**src/rtl/noc_router_multi_if.sv**
```systemverilog
`default_nettype none
// ============================================================================
// noc_router_multi_if : source flit port and per-channel output handshakes
// Revision 1.0
// ============================================================================
interface noc_router_multi_if #(
  parameter int DATA_W = 8,
  parameter int NUM_CH = 3,
  parameter int TYPE_W = 2
);
  logic [TYPE_W+DATA_W:0]   packet;
  logic                     src_valid;
  logic                     src_ready;
  logic [NUM_CH*DATA_W-1:0] out_data;
  logic [NUM_CH-1:0]        out_eof;
  logic [NUM_CH-1:0]        out_valid;
  logic [NUM_CH-1:0]        out_ready;

  modport master (
    output packet, src_valid, out_ready,
    input  src_ready, out_data, out_eof, out_valid
  );

  modport slave (
    input  packet, src_valid, out_ready,
    output src_ready, out_data, out_eof, out_valid
  );
endinterface
`default_nettype wire

```
**src/rtl/noc_router_multi.sv**
```systemverilog
`default_nettype none
// ============================================================================
// noc_router_multi : wormhole router, one flit source to NUM_CH FIFO'd channels
// Revision 1.0
// ============================================================================
module noc_router_multi #(
  parameter int DATA_W     = 8,
  parameter int NUM_CH     = 3,
  parameter int TYPE_W     = 2,
  parameter int FIFO_DEPTH = 4
) (
  input  logic              clk,
  input  logic              rst,
  noc_router_multi_if.slave bus,
  output logic [7:0]        drop_cnt,
  output logic              busy
);

  localparam int                 c_PTR_W     = $clog2(FIFO_DEPTH);
  localparam int                 c_CNT_W     = c_PTR_W + 1;
  localparam logic [c_CNT_W-1:0] c_DEPTH_CNT = c_CNT_W'(FIFO_DEPTH);
  localparam logic [TYPE_W:0]    c_NUM_CH    = (TYPE_W+1)'(NUM_CH);

  typedef enum logic [1:0] {
    ST_IDLE  = 2'd0,
    ST_ROUTE = 2'd1,
    ST_DROP  = 2'd2
  } state_t;

  state_t            r_state;
  logic [TYPE_W-1:0] r_lock_ch;
  logic [7:0]        r_drop_cnt;

  logic [TYPE_W-1:0] w_type;
  logic              w_eof;
  logic [DATA_W-1:0] w_data;
  logic              w_mapped;
  logic [TYPE_W-1:0] w_tgt;
  logic [NUM_CH-1:0] w_sel;
  logic [NUM_CH-1:0] w_full;
  logic [NUM_CH-1:0] w_push;
  logic [NUM_CH-1:0] w_out_valid;
  logic [NUM_CH-1:0] w_out_eof;
  logic [NUM_CH*DATA_W-1:0] w_out_data;
  logic              w_tgt_full;
  logic              w_src_ready;
  logic              w_fire;
  logic              w_discard;

  assign {w_type, w_eof, w_data} = bus.packet;

  assign w_mapped = ({1'b0, w_type} < c_NUM_CH);
  // Body flits follow the locked channel; their own type field is ignored.
  assign w_tgt    = (r_state == ST_ROUTE) ? r_lock_ch : w_type;

  always_comb begin
    w_sel = '0;
    for (int c = 0; c < NUM_CH; c++) begin
      w_sel[c] = (w_tgt == TYPE_W'(c));
    end
  end

  assign w_tgt_full = |(w_sel & w_full);

  always_comb begin
    w_src_ready = 1'b0;
    if (rst) begin
      case (r_state)
        ST_IDLE:  w_src_ready = w_mapped ? !w_tgt_full : 1'b1;
        ST_ROUTE: w_src_ready = !w_tgt_full;
        ST_DROP:  w_src_ready = 1'b1;
        default:  w_src_ready = 1'b0;
      endcase
    end
  end

  assign w_discard = (r_state == ST_DROP) || ((r_state == ST_IDLE) && !w_mapped);
  assign w_fire    = bus.src_valid & w_src_ready;
  assign w_push    = (w_fire && !w_discard) ? w_sel : '0;

  always_ff @(posedge clk or negedge rst) begin
    if (!rst) begin
      r_state    <= ST_IDLE;
      r_lock_ch  <= '0;
      r_drop_cnt <= '0;
    end else if (w_fire) begin
      case (r_state)
        ST_IDLE: begin
          if (w_mapped) begin
            if (!w_eof) begin
              r_state   <= ST_ROUTE;
              r_lock_ch <= w_type;
            end
          end else if (!w_eof) begin
            r_state <= ST_DROP;
          end else if (r_drop_cnt != 8'hFF) begin
            r_drop_cnt <= r_drop_cnt + 8'd1;
          end
        end
        ST_ROUTE: begin
          if (w_eof) r_state <= ST_IDLE;
        end
        ST_DROP: begin
          if (w_eof) begin
            r_state <= ST_IDLE;
            if (r_drop_cnt != 8'hFF) r_drop_cnt <= r_drop_cnt + 8'd1;
          end
        end
        default: r_state <= ST_IDLE;
      endcase
    end
  end

  for (genvar g = 0; g < NUM_CH; g++) begin : g_ch
    logic [DATA_W:0]    r_mem [FIFO_DEPTH];
    logic [c_PTR_W-1:0] r_wr_ptr;
    logic [c_PTR_W-1:0] r_rd_ptr;
    logic [c_CNT_W-1:0] r_cnt;
    logic               w_valid;
    logic               w_pop;
    logic [DATA_W:0]    w_head;

    assign w_valid = (r_cnt != '0);
    assign w_pop   = w_valid & bus.out_ready[g];
    // Empty channels present zeros so the outputs are clean after reset.
    assign w_head  = w_valid ? r_mem[r_rd_ptr] : '0;

    assign w_full[g]                       = (r_cnt == c_DEPTH_CNT);
    assign w_out_valid[g]                  = w_valid;
    assign w_out_eof[g]                    = w_head[DATA_W];
    assign w_out_data[g*DATA_W +: DATA_W]  = w_head[DATA_W-1:0];

    always_ff @(posedge clk) begin
      if (w_push[g]) r_mem[r_wr_ptr] <= {w_eof, w_data};
    end

    always_ff @(posedge clk or negedge rst) begin
      if (!rst) begin
        r_wr_ptr <= '0;
        r_rd_ptr <= '0;
        r_cnt    <= '0;
      end else begin
        if (w_push[g]) r_wr_ptr <= r_wr_ptr + 1'b1;
        if (w_pop)     r_rd_ptr <= r_rd_ptr + 1'b1;
        case ({w_push[g], w_pop})
          2'b10:   r_cnt <= r_cnt + 1'b1;
          2'b01:   r_cnt <= r_cnt - 1'b1;
          default: r_cnt <= r_cnt;
        endcase
      end
    end
  end

  assign bus.src_ready = w_src_ready;
  assign bus.out_valid = w_out_valid;
  assign bus.out_eof   = w_out_eof;
  assign bus.out_data  = w_out_data;
  assign drop_cnt      = r_drop_cnt;
  assign busy          = (r_state != ST_IDLE);

endmodule
`default_nettype wire
```
**src/flat_wrapper.sv**
```systemverilog
// flat-port wrapper written by rule: the top's interface ports become plain ports
module noc_router_multi_flat 
#(
  parameter int DATA_W     = 8,
  parameter int NUM_CH     = 3,
  parameter int TYPE_W     = 2,
  parameter int FIFO_DEPTH = 4
)
  (clk, rst, drop_cnt, busy, bus_packet, bus_src_valid, bus_out_ready, bus_src_ready, bus_out_data, bus_out_eof, bus_out_valid);
  noc_router_multi_if #(.DATA_W(DATA_W), .NUM_CH(NUM_CH), .TYPE_W(TYPE_W)) bus_i ();
  input  logic clk;
  input  logic rst;
  output logic [7:0] drop_cnt;
  output logic busy;
  input wire logic [$bits(bus_i.packet)-1:0] bus_packet;
  input wire logic [$bits(bus_i.src_valid)-1:0] bus_src_valid;
  input wire logic [$bits(bus_i.out_ready)-1:0] bus_out_ready;
  output wire logic [$bits(bus_i.src_ready)-1:0] bus_src_ready;
  output wire logic [$bits(bus_i.out_data)-1:0] bus_out_data;
  output wire logic [$bits(bus_i.out_eof)-1:0] bus_out_eof;
  output wire logic [$bits(bus_i.out_valid)-1:0] bus_out_valid;
  assign bus_i.packet = bus_packet;
  assign bus_i.src_valid = bus_src_valid;
  assign bus_i.out_ready = bus_out_ready;
  assign bus_src_ready = bus_i.src_ready;
  assign bus_out_data = bus_i.out_data;
  assign bus_out_eof = bus_i.out_eof;
  assign bus_out_valid = bus_i.out_valid;
  noc_router_multi #(.DATA_W(DATA_W), .NUM_CH(NUM_CH), .TYPE_W(TYPE_W), .FIFO_DEPTH(FIFO_DEPTH)) u_core (.clk(clk), .rst(rst), .bus(bus_i), .drop_cnt(drop_cnt), .busy(busy));
endmodule
```
**config.mk**
```make
export PLATFORM = sky130hd
export DESIGN_NAME = noc_router_multi_flat
export DESIGN_NICKNAME = d
export VERILOG_FILES = /design/src/rtl/noc_router_multi_if.sv /design/src/rtl/noc_router_multi.sv /design/src/flat_wrapper.sv
export SDC_FILE = /design/constraint.sdc
export NUM_CORES = 1
export LEC_CHECK = 0
export ABC_AREA = 0
export CORE_ASPECT_RATIO = 1.25
export CORE_MARGIN = 5
export CORE_UTILIZATION = 55
export DETAILED_ROUTE_END_ITERATION = 6
export HOLD_SLACK_MARGIN = 0.08
export PLACE_DENSITY = 0.73
export SLEW_MARGIN = 20
export SYNTH_ARGS = -nofsm -noshare
export SYNTH_HDL_FRONTEND = slang
export SYNTH_SLANG_ARGS = --single-unit
```
**constraint.sdc**
```tcl
create_clock -name clk -period 8 [get_ports clk]
set_input_delay 1.6 -clock clk [delete_from_list [all_inputs] [get_ports clk]]
set_output_delay 1.6 -clock clk [all_outputs]
set_load 0.05 [all_outputs]
```
---- Yosys cells after proc, flatten, opt, wreduce, memory -nomap -nowiden ----
Memories as Yosys holds them, arrays and structs flattened.
Cells that the tools add are included.
operators by class
  muxes and demuxes ....................... 26
  magnitude comparators ................... 1
  bitwise logic cells ..................... 6
  reduce and logical (&&, ||, !) cells .... 21
  equal/unequal tests ..................... 17
  add/subtract/negate cells ............... 13
operator list
  operator               number
  $mux W9                3
  $mux W8                3
  $pmux W3 S2            3
  $pmux W8 S2            1
  $add A2 B1 Y2 const B  6
  $eq A2 B1 Y1 const B   5
  $eq A2 B2 Y1 const B   5
  $mux W2                5
  $reduce_bool A2 Y1     5
  $add A3 B1 Y3 const B  3
  $eq A3 B3 Y1 const B   3
  $reduce_bool A3 Y1     3
  $sub A3 B1 Y3 const B  3
  $add A8 B1 Y8 const B  1
  $mux W1                8
  $ne A8 B8 Y1 const B   1
  $reduce_and A3 Y1      2
  $and A1 B1 Y1          4
  $logic_not A2 Y1       2
  $ne A2 B2 Y1 const B   2
  $pmux W2 S2            1
  $reduce_and A4 Y1      1
  $and A3 B3 Y3          1
  $logic_not A1 Y1       3
  other kinds (9)        10
storage, ports and cells
  output and inout port bits .............. 40
  memories ................................ 3
  word-level logic and storage cells ...... 99
  bits in writable memories ............... 108
  bits of input ports ..................... 17
  bits in registers ....................... 33
memories
  memory                words  width  read ports  clocked after memory_dff  wr ports  RTL line                 source
  u_core.g_ch[0].r_mem  4      9      1           0                         1         noc_router_multi.sv:115  logic [DATA_W:0] r_mem [FIFO_DEPTH];
  u_core.g_ch[1].r_mem  4      9      1           0                         1         noc_router_multi.sv:115
  u_core.g_ch[2].r_mem  4      9      1           0                         1         noc_router_multi.sv:115

---- Depth between registers and ports, before layout ----
Gate-level depths: netlist of the first run.
  depth after elaboration ................. 14
  gate-level depth with buffers ........... 14
  gate-level depth less buffers ........... 14

---- Worst setup path before layout of the first run ----
No wires, ideal clock.
  path type ............................... in2out
  from .................................... input port bus_packet[9]
  to ...................................... output port bus_src_ready
  setup slack ............................. 2.599 ns
  stages .................................. 5
  arrival ................................. 3.801 ns
  buffers on the path ..................... 0
  data required time ...................... 6.400 ns
  cells stage by stage .................... mux2_4 mux2_4 a211oi_4 nor2_1 nor3b_1
between the ends
  longest elaborated chain between the ends .. 8
  elaborated cells on any way between the ends .. 11
  classes of those cells .................. order compare: 1; eq/ne: 2; mux: 4; bitwise: 1; reduce/logical: 3
ends and longest elaborated chain
  what                                        RTL line                                        source
  from (decl)                                 flat_wrapper.sv:15                              input wire logic [$bits(bus_i.packet)-1:0] bus_packet;
  $mux W2                                     noc_router_multi.sv:54                          assign w_tgt = (r_state == ST_ROUTE) ? r_lock_ch : w_type;
  $eq A2 B1 Y1, or another cell as far along  noc_router_multi.sv:59                          w_sel[c] = (w_tgt == TYPE_W'(c));
  $and A3 B3 Y3                               noc_router_multi.sv:63                          assign w_tgt_full = |(w_sel & w_full);
  $reduce_or A3 Y1                            noc_router_multi.sv:63
  $logic_not A1 Y1                            noc_router_multi.sv:69, noc_router_multi.sv:70
  $mux W1                                     noc_router_multi.sv:69                          ST_IDLE: w_src_ready = w_mapped ? !w_tgt_full : 1'b1;
  $pmux W1 S3 *                               noc_router_multi.sv:68                          case (r_state)
  $mux W1 *                                   noc_router_multi.sv:67                          if (rst) begin
  to (decl)                                   flat_wrapper.sv:18                              output wire logic [$bits(bus_i.src_ready)-1:0] bus_src_ready;
Mark *: on every way between the ends. The rest lies on a longest branch, timed or not.

---- Worst setup path in the final report of the first run ----
Ends and elaborated chain as after synthesis.

==> results of run 1 <==
final cells by class:
| type | count | share of cell area |
|---|---|---|
| Clock buffer | 21 | 0.0616 |
| Sequential cell | 141 | 0.545 |
| Tap cell | 135 | 0.0226 |
| Multi-Input combinational cell | 183 | 0.258 |
| Inverter | 23 | 0.0116 |
| Clock inverter | 11 | 0.0255 |
| Timing Repair Buffer | 57 | 0.0760 |
stage by stage:
step	utilization	total power, W	cells
floorplan	-	0.00188	360
global placement	0.618	0.00218	539
detailed placement	0.618	0.00222	539
CTS	0.677	0.00307	571
global route	0.677	0.00319	571
finish	0.677	0.00304	571
worst paths after layout:
check / from / to / slack, ns
setup / recovery: bus_packet[9] / bus_src_ready / 2.17
hold / removal: u_core.g_ch[0].r_cnt[2] / u_core.g_ch[0].r_cnt[2] / 0.48
setup reg to reg: u_core.r_state[1] / u_core.g_ch[2].r_cnt[2] / 4.68
hold reg to reg: u_core.g_ch[0].r_cnt[2] / u_core.g_ch[0].r_cnt[2] / 0.48
max in group asynchronous: rst / u_core.r_lock_ch[0] / 6.08
min in group asynchronous: rst / u_core.drop_cnt[0] / 1.60
critical path, cell delays in order:
cell and delay (ns):
clkdlybuf4s50_1 0.49, mux2_4 0.34, mux2_4 0.32, a211oi_4 0.38, nor2_1 0.09, nor3b_1 0.18
clkdlybuf4s50_1 0.83
metal layers:
layer / part of all wire / vias up / track usage
met5: 0 / - / 0
met4: 0.013 / 0 / 0.0557
met3: 0.047 / 10 / 0.0544
met2: 0.54 / 78 / 0.304
met1: 0.40 / 1591 / 0.208
li1: - / 1456 / -
Yosys cell counts:
library cell,number
nor2b_4,1
o21ba_2,2
mux4_2,27
inv_1,23
nor2_1,6
fa_1,3
a31oi_1,1
mux2i_1,3
nor3b_1,3
a22o_1,2
a211oi_4,1
xnor2_1,16
mux2_1,2
a2111oi_4,1
o21ai_2,1
nand3_1,2
nand4_1,3
edfxtp_1,108
and2_1,43
nand4_4,1
nor3_1,2
nor2b_1,1
and3_1,4
o41ai_1,2
o21ai_0,2
or3_1,2
nand3b_1,1
buf_6,1
o211a_1,1
buf_1,3
dfrtp_1,33
a21oi_4,1
a21o_1,1
clkbuf_1,6
ha_1,20
or3b_4,1
and3b_1,1
or2_2,1
buf_4,3
nand2_1,11
mux2_4,4
nor2_4,1
xor2_1,9
flip-flops by register name, summed over array words and instances, names as in the netlist:
signal                cells
u_core.g_ch.r_mem       108
u_core.g_ch.r_cnt         9
u_core.drop_cnt           8
u_core.g_ch.r_rd_ptr      6
u_core.g_ch.r_wr_ptr      6
u_core.r_lock_ch          2
u_core.r_state            2
cells by family after synthesis:
kind of cell | after synthesis | share of synthesized area
multiplexers | 36 | 0.117
XOR/XNOR | 25 | 0.0356
flip-flops | 141 | 0.661
adder cells (fa/ha/maj) | 23 | 0.0504
AO/OA/AOI/OAI | 15 | 0.0262
AND/OR/NAND/NOR | 84 | 0.0842
buffers and inverters | 36 | 0.0250
power by group:
part	leakage, nW	total (W)	switching, W	internal [W]
Combinational	1.04	0.00118	0.000680	0.000498
Clock	0.317	0.000851	0.000282	0.000569
Sequential	1.37	0.00101	0.000135	0.000877
==> impl_metrics.py, run 1 <==
metrics = {
    "grt": {
        "overflow": 0,
        "antenna_found_initial": 0,
        "grt_pass1_vias": 3442,
        "grt_usage": 0.175,
        "grt_max_degree": 36,
        "grt_pass1_wl_um": 17900,
    },
    "timing": {
        "drv_slew": 0,
        "min_period_ns": 5.83,
        "setup_tns_ns": 0,
        "rsz0062_at_grt": "false",
        "hold-worst-slack_ns": 0.475,
        "period_share": 0.728,
        "setup_violations": 0,
        "fin_ws_ns": 2.17,
        "worst_pin_slew_ns": 0.699,
        "fmax_mhz": 172,
        "relSlewSlack": 0.532,
        "fin_skew_ns": 0.0108,
        "finalHoldViolCount": 0,
    },
    "place": {
        "portBuffers": 56,
        "placed_area_mm2": 0.00682,
        "gp_congestion": 0.733,
        "dp_hpwl_um": 7050,
        "pre_cts_slack_ns": 2.16,
    },
    "logic_synthesis": {
        "synth_top_area_share": 0.527,
        "syn-num-nets": 400,
        "avgSynthCellArea_um2": 17.1,
        "ys_seq_area_frac": 0.661,
        "syn_area_mm2": 0.00615,
        "yosysUniqueCellTypes": 43,
        "synth_area_leaders": "edfxtp_1, dfrtp_1, mux4_2",
        "netlist_instances": 360,
        "synth-seq-cells": 141,
        "yosysTopAreaCell": "edfxtp_1",
        "yosys_warnings": 0,
    },
    "worst_setup_path": {
        "cp.required_ns": 6.40,
        "worstSetupEndpointType": "output port",
        "worstPathArrival_ns": 4.23,
        "path_max_fanout": 6,
        "ff2ff_path_depth": 14,
        "worstSetupStartpointType": "input pin",
        "crit_type": "input pin to output port",
    },
    "floorplan": {
        "core.rowCount": 43,
        "coreArea_mm2": 0.0110,
        "die_x_um": 105,
        "io-pin-count": 57,
        "start_util": 0.558,
        "die_h_um": 128,
        "die-area_mm2": 0.0134,
    },
    "clocking": {
        "clk_pin_slew_ns": 0.06,
        "h-tree-depth": 4,
        "clk_latency_ns": 0.41,
        "cts_root_buf": "clkbuf_16",
        "cts.path.max_buffers": 2,
        "cts_made_buffers": 17,
        "post_cts_buffers": 0,
        "hold_buffers": 0,
        "cts_sinks": 141,
        "tritoncts": "yes",
        "cts_resized": 0,
    },
    "worst_hold_path": {
        "hold_path.class": "flop to flop",
        "whs_path_depth": 1,
    },
    "flow_run": {
        "max_cap_viol_count": 0,
    },
    "cells_and_area": {
        "antenna_cells": 0,
        "area_delta_synth_final_pct": 21.5,
        "mostFrequentLayoutCells": "edfxtp_1, clkdlybuf4s50_1, and2_1",
        "multi_input_area_mm2": 0.00193,
        "stdcell_area_mm2": 0.00747,
        "drive_gt1_frac": 0.167,
        "final_net_count": 463,
        "layout_commonest_cell": "edfxtp_1",
        "nFillCells": 775,
        "regArea_mm2": 0.00407,
    },
    "drt": {
        "wl_per_cell_um": 18.8,
        "drt_iter0_markers": 118,
        "drc": 0,
        "viasPerCell": 5.49,
        "vias": 3135,
        "wirelength_um": 10700,
        "final_antenna_net_count": 0,
        "firstDrtPassIters": 4,
    },
    "outcome": {
        "status": "completed",
    },
    "power_and_ir_drop": {
        "peakVddDrop_uv": 196,
        "power.density_mw_per_mm2": 407,
        "p_leak_nw": 2.74,
    },
}
No activity file was read; power rests on OpenSTA's default activity.
==> run 2: changes to the inputs <==
CORE_UTILIZATION = 52   (was 55)
PLACE_DENSITY = 0.72   (was 0.73)
clock period = 4.7 ns   (was 8 ns; I/O delays follow)
==> impl_metrics.py, run 2 (same netlist as run 1, synthesis figures left out) <==
metrics = {
    "floorplan": {
        "io-pin-count": 57,
        "die_h_um": 132,
        "core.rowCount": 44,
        "coreArea_mm2": 0.0116,
        "start_util": 0.530,
        "die-area_mm2": 0.0141,
        "die_x_um": 107,
    },
    "timing": {
        "setup_tns_ns": 0,
        "relSlewSlack": 0.518,
        "finalHoldViolCount": 0,
        "fmax_mhz": 256,
        "period_share": 0.831,
        "min_period_ns": 3.91,
        "drv_slew": 0,
        "setup_violations": 0,
        "fin_skew_ns": 0.0128,
        "worst_pin_slew_ns": 0.721,
        "rsz0062_at_grt": "false",
    },
    "power_and_ir_drop": {
        "peakVddDrop_uv": 330,
        "power.density_mw_per_mm2": 691,
        "p_leak_nw": 2.73,
    },
    "worst_setup_path": {
        "worstPathArrival_ns": 2.97,
        "worstSetupStartpointType": "input pin",
        "path_cells": "clkdlybuf4s50_1, mux2_4, mux2_4, a211oi_4, nor2_1, nor3b_1, buf_4",
        "slowest_delay_ns": 0.49,
        "critPathSlowestCell": "clkdlybuf4s50_1",
        "crit_top_cell": "mux2_4",
        "cp.required_ns": 3.76,
        "path_max_fanout": 6,
        "worstSetupEndpointType": "output port",
        "crit_type": "input pin to output port",
        "ff2ff_path_depth": 14,
    },
    "cells_and_area": {
        "fin_cells": 597,
        "largest_reg_flops": 108,
        "area_delta_synth_final_pct": 22.0,
        "layout_commonest_cell": "edfxtp_1",
        "multi_input_area_mm2": 0.00193,
        "final_net_count": 463,
        "top_register": "u_core.g_ch.r_mem",
        "mostFrequentLayoutCells": "edfxtp_1, clkdlybuf4s50_1, and2_1",
        "regArea_mm2": 0.00407,
        "nFillCells": 839,
        "antenna_cells": 0,
        "drive_gt1_frac": 0.163,
    },
    "place": {
        "dp.cells": 565,
        "portBuffers": 56,
        "dp_hpwl_um": 6950,
        "gp_congestion": 0.746,
    },
    "drt": {
        "drc": 0,
        "wl_per_cell_um": 17.5,
        "firstDrtPassIters": 4,
        "final_antenna_net_count": 0,
        "vias": 3106,
        "wirelength_um": 10400,
        "drt_iter0_markers": 132,
        "viasPerCell": 5.20,
    },
    "grt": {
        "grt_max_degree": 35,
        "grt_pass1_wl_um": 17300,
        "grt_usage": 0.161,
        "antenna_found_initial": 0,
        "overflow": 0,
        "grt_pass1_vias": 3332,
    },
    "outcome": {
        "status": "completed",
    },
    "clocking": {
        "tritoncts": "yes",
        "cts_resized": 0,
        "clk_pin_slew_ns": 0.06,
        "hold_buffers": 0,
        "cts.path.max_buffers": 2,
        "cts_sinks": 141,
        "post_cts_buffers": 0,
        "cts_made_buffers": 17,
        "h-tree-depth": 4,
        "cts_root_buf": "clkbuf_16",
        "clk_latency_ns": 0.41,
    },
    "flow_run": {
        "max_cap_viol_count": 0,
    },
    "worst_hold_path": {
        "hold_path.class": "flop to flop",
        "whs_path_depth": 1,
    },
}
run 2: changes by cell type in the layout (fill, tap and decap cells not counted):
cell             previous run  this run
buf_4                       1         2
bufinv_16                   5         6
clkbuf_1                    2         3
clkbuf_8                    2         0
clkdlybuf4s50_1            56        55
clkinv_1                    0         2
clkinv_2                    3         1
clkinv_4                    2         1
inv_6                       0         1
run 2: worst paths after layout:
path                       slack [ns]                          to                     from
max                              0.79               bus_src_ready            bus_packet[9]
min                              0.49     u_core.g_ch[0].r_cnt[2]  u_core.g_ch[0].r_cnt[2]
max reg2reg                      1.37     u_core.g_ch[2].r_cnt[2]        u_core.r_state[1]
max in group asynchronous        3.36  u_core.g_ch[2].r_wr_ptr[1]                      rst
min reg2reg                      0.49     u_core.g_ch[0].r_cnt[2]  u_core.g_ch[0].r_cnt[2]
min in group asynchronous        1.01          u_core.drop_cnt[0]                      rst
run 2: layer usage:
layer	global-route usage	part of all wire	vias up
li1	-	-	1450
met1	0.206	0.43	1595
met2	0.267	0.53	53
met3	0.0417	0.031	8
met4	0.0554	0.0087	0
met5	0	0	-
run 2: metrics by stage:
stage	setup WS, ns	cell area (um^2)	utilization	total power (W)	hold WS, ns
floorplan	0.619	6150	-	0.00320	0.447
global placement	0.801	6850	0.590	0.00372	0.464
detailed placement	0.736	6850	0.590	0.00377	0.474
CTS	0.777	7510	0.646	0.00524	0.491
global route	0.650	7510	0.646	0.00544	0.519
finish	0.793	7510	0.646	0.00518	0.494
run 2: report_power, final:
part	leakage (nW)	total (W)	internal, W	switching (W)
Sequential	1.37	0.00172	0.00149	0.000232
Combinational	1.05	0.00198	0.000843	0.00114
Clock	0.314	0.00148	0.000993	0.000484
Total	2.73	0.00518	0.00333	0.00186
run 2: worst max-delay path, delay by kind of cell:
kind / cells / cell delay, ns
compound gates: 1 / 0.38
buf+inv: 2 / 0.72
mux: 2 / 0.66
simple gates: 2 / 0.27
run 2: layout make-up:
type / count / share of cell area
flip-flops and latches: 141 / 0.542
well taps: 161 / 0.0268
inverters: 23 / 0.0115
clock inverters: 12 / 0.0290
repair buffers: 57 / 0.0753
multi-input cells: 183 / 0.257
clock buffers: 20 / 0.0582
==> run 3: changes to the inputs <==
clock period = 3.34 ns   (was 4.7 ns; I/O delays follow)
==> impl_metrics.py, run 3 (same netlist as run 1, synthesis figures left out) <==
metrics = {
    "outcome": {
        "status": "completed",
    },
    "cells_and_area": {
        "drive_gt1_frac": 0.233,
        "mostFrequentLayoutCells": "edfxtp_1, clkdlybuf4s50_1, and2_1",
        "final_net_count": 495,
        "nFillCells": 792,
        "stdcell_area_mm2": 0.00782,
        "antenna_cells": 0,
        "area_delta_synth_final_pct": 27.1,
        "layout_commonest_cell": "edfxtp_1",
        "largest_reg_flops": 108,
        "final_core_util": 0.673,
        "top_register": "u_core.g_ch.r_mem",
    },
    "clocking": {
        "cts_sinks": 141,
        "clk_pin_slew_ns": 0.06,
        "h-tree-depth": 4,
        "cts.path.max_buffers": 2,
        "cts_root_buf": "clkbuf_16",
        "hold_buffers": 0,
        "cts_made_buffers": 17,
        "clk_latency_ns": 0.41,
        "tritoncts": "yes",
    },
    "floorplan": {
        "core.rowCount": 44,
        "start_util": 0.530,
        "coreArea_mm2": 0.0116,
        "io-pin-count": 57,
        "die_h_um": 132,
        "die_x_um": 107,
        "die-area_mm2": 0.0141,
    },
    "power_and_ir_drop": {
        "power.density_mw_per_mm2": 921,
        "p_leak_nw": 2.90,
        "peakVddDrop_uv": 578,
        "total_power_w": 0.00720,
    },
    "place": {
        "placed_area_mm2": 0.00720,
        "gp_congestion": 0.757,
        "portBuffers": 56,
        "dp_hpwl_um": 7330,
    },
    "timing": {
        "period_share": 0.969,
        "worst_pin_slew_ns": 0.515,
        "finalHoldViolCount": 0,
        "drv_slew": 0,
        "setup_violations": 0,
        "setup_tns_ns": 0,
        "hold-worst-slack_ns": 0.489,
        "min_period_ns": 3.24,
        "relSlewSlack": 0.656,
        "fmax_mhz": 309,
        "fin_skew_ns": 0.0109,
    },
    "drt": {
        "vias": 3275,
        "viasPerCell": 5.21,
        "wl_per_cell_um": 17.5,
        "wirelength_um": 11000,
        "drt_iter0_markers": 183,
        "drc": 0,
        "final_antenna_net_count": 0,
        "firstDrtPassIters": 4,
    },
    "worst_setup_path": {
        "path_max_fanout": 5,
        "worstSetupStartpointType": "flop",
        "path_cells": "ha_4, buf_4, or3b_4, a2111oi_4, a211oi_4, buf_6, nor2_1, nor3b_2, clkbuf_16",
        "crit_family": "simple AND/OR/NAND/NOR gates",
        "slowest_delay_ns": 0.45,
        "cp.required_ns": 2.67,
        "cp_num_buf_inv": 3,
        "crit_type": "flop to output port",
        "worstPathArrival_ns": 2.57,
        "startpoint": "u_core.r_state[0]",
        "r2r_start": "u_core.r_state[0]",
        "worstSetupEndpointType": "output port",
        "critPathSlowestCell": "dfrtp_2",
    },
    "flow_run": {
        "max_cap_viol_count": 0,
    },
    "grt": {
        "grt_usage": 0.168,
        "grt_pass1_wl_um": 18000,
        "grt_max_degree": 34,
        "grt_pass1_vias": 3403,
        "antenna_found_initial": 0,
        "overflow": 0,
    },
    "worst_hold_path": {
        "hold_path.class": "flop to flop",
        "hold_path.startpoint": "u_core.g_ch[1].r_cnt[2]",
    },
}
-- run 3: worst reg2reg max path, stage by stage (launching register included) --
cell       delay, ns
dfrtp_2         0.45
ha_4            0.19
buf_4           0.14
or3b_4          0.41
a2111oi_4       0.41
a211oi_4        0.06
buf_4           0.16
nand3_1         0.10
a21oi_4         0.04
inv_1           0.06
ha_1            0.16
inv_1           0.07
fa_1            0.43
xor2_1          0.15
nor2_1          0.12
xnor2_1         0.13
-- run 3: per-stage QoR --
stage,worst slack (ns),cells
floorplan,0.178,360
global placement,-0.0119,593
detailed placement,-0.117,593
CTS,0.0172,626
global route,-0.00838,629
finish,0.104,629
-- run 3: metal layers --
metal | part of all wire | global-route usage
met5 | 0 | 0
met4 | 0.016 | 0.0533
met3 | 0.040 | 0.0471
met2 | 0.54 | 0.290
met1 | 0.41 | 0.204
-- run 3: worst paths after layout --
path	cells after the start	slack, ns	end
min reg2reg	1	0.49	u_core.g_ch[1].r_cnt[2]
min in group asynchronous	2	0.77	u_core.drop_cnt[7]
min	1	0.49	u_core.g_ch[1].r_cnt[2]
max in group asynchronous	2	2.23	u_core.r_state[0]
max	9	0.10	bus_src_ready
max reg2reg	15	0.19	u_core.g_ch[2].r_cnt[2]
-- run 3: repair_timing --
item / CTS / global route
setup buffers: 1 / 3
endpoints found under the setup margin: 1 / 1
resized for setup: 1 / 7
pin swaps: 1 / 2
-- run 3: final cells by class --
class / count / area (um^2) / area share
repair buffers: 89 / 955 / 0.122
inverters: 23 / 86.3 / 0.0110
well taps: 161 / 201 / 0.0258
flip-flops and latches: 141 / 4070 / 0.521
clock buffers: 20 / 437 / 0.0558
clock inverters: 12 / 121 / 0.0155
multi-input cells: 183 / 1950 / 0.249
-- run 3: power by group --
group	total, W	leakage (nW)	internal [W]	switching (W)
logic	0.00311	1.26	0.00135	0.00176
registers	0.00234	1.37	0.00210	0.000233
clock network	0.00175	0.271	0.00109	0.000662
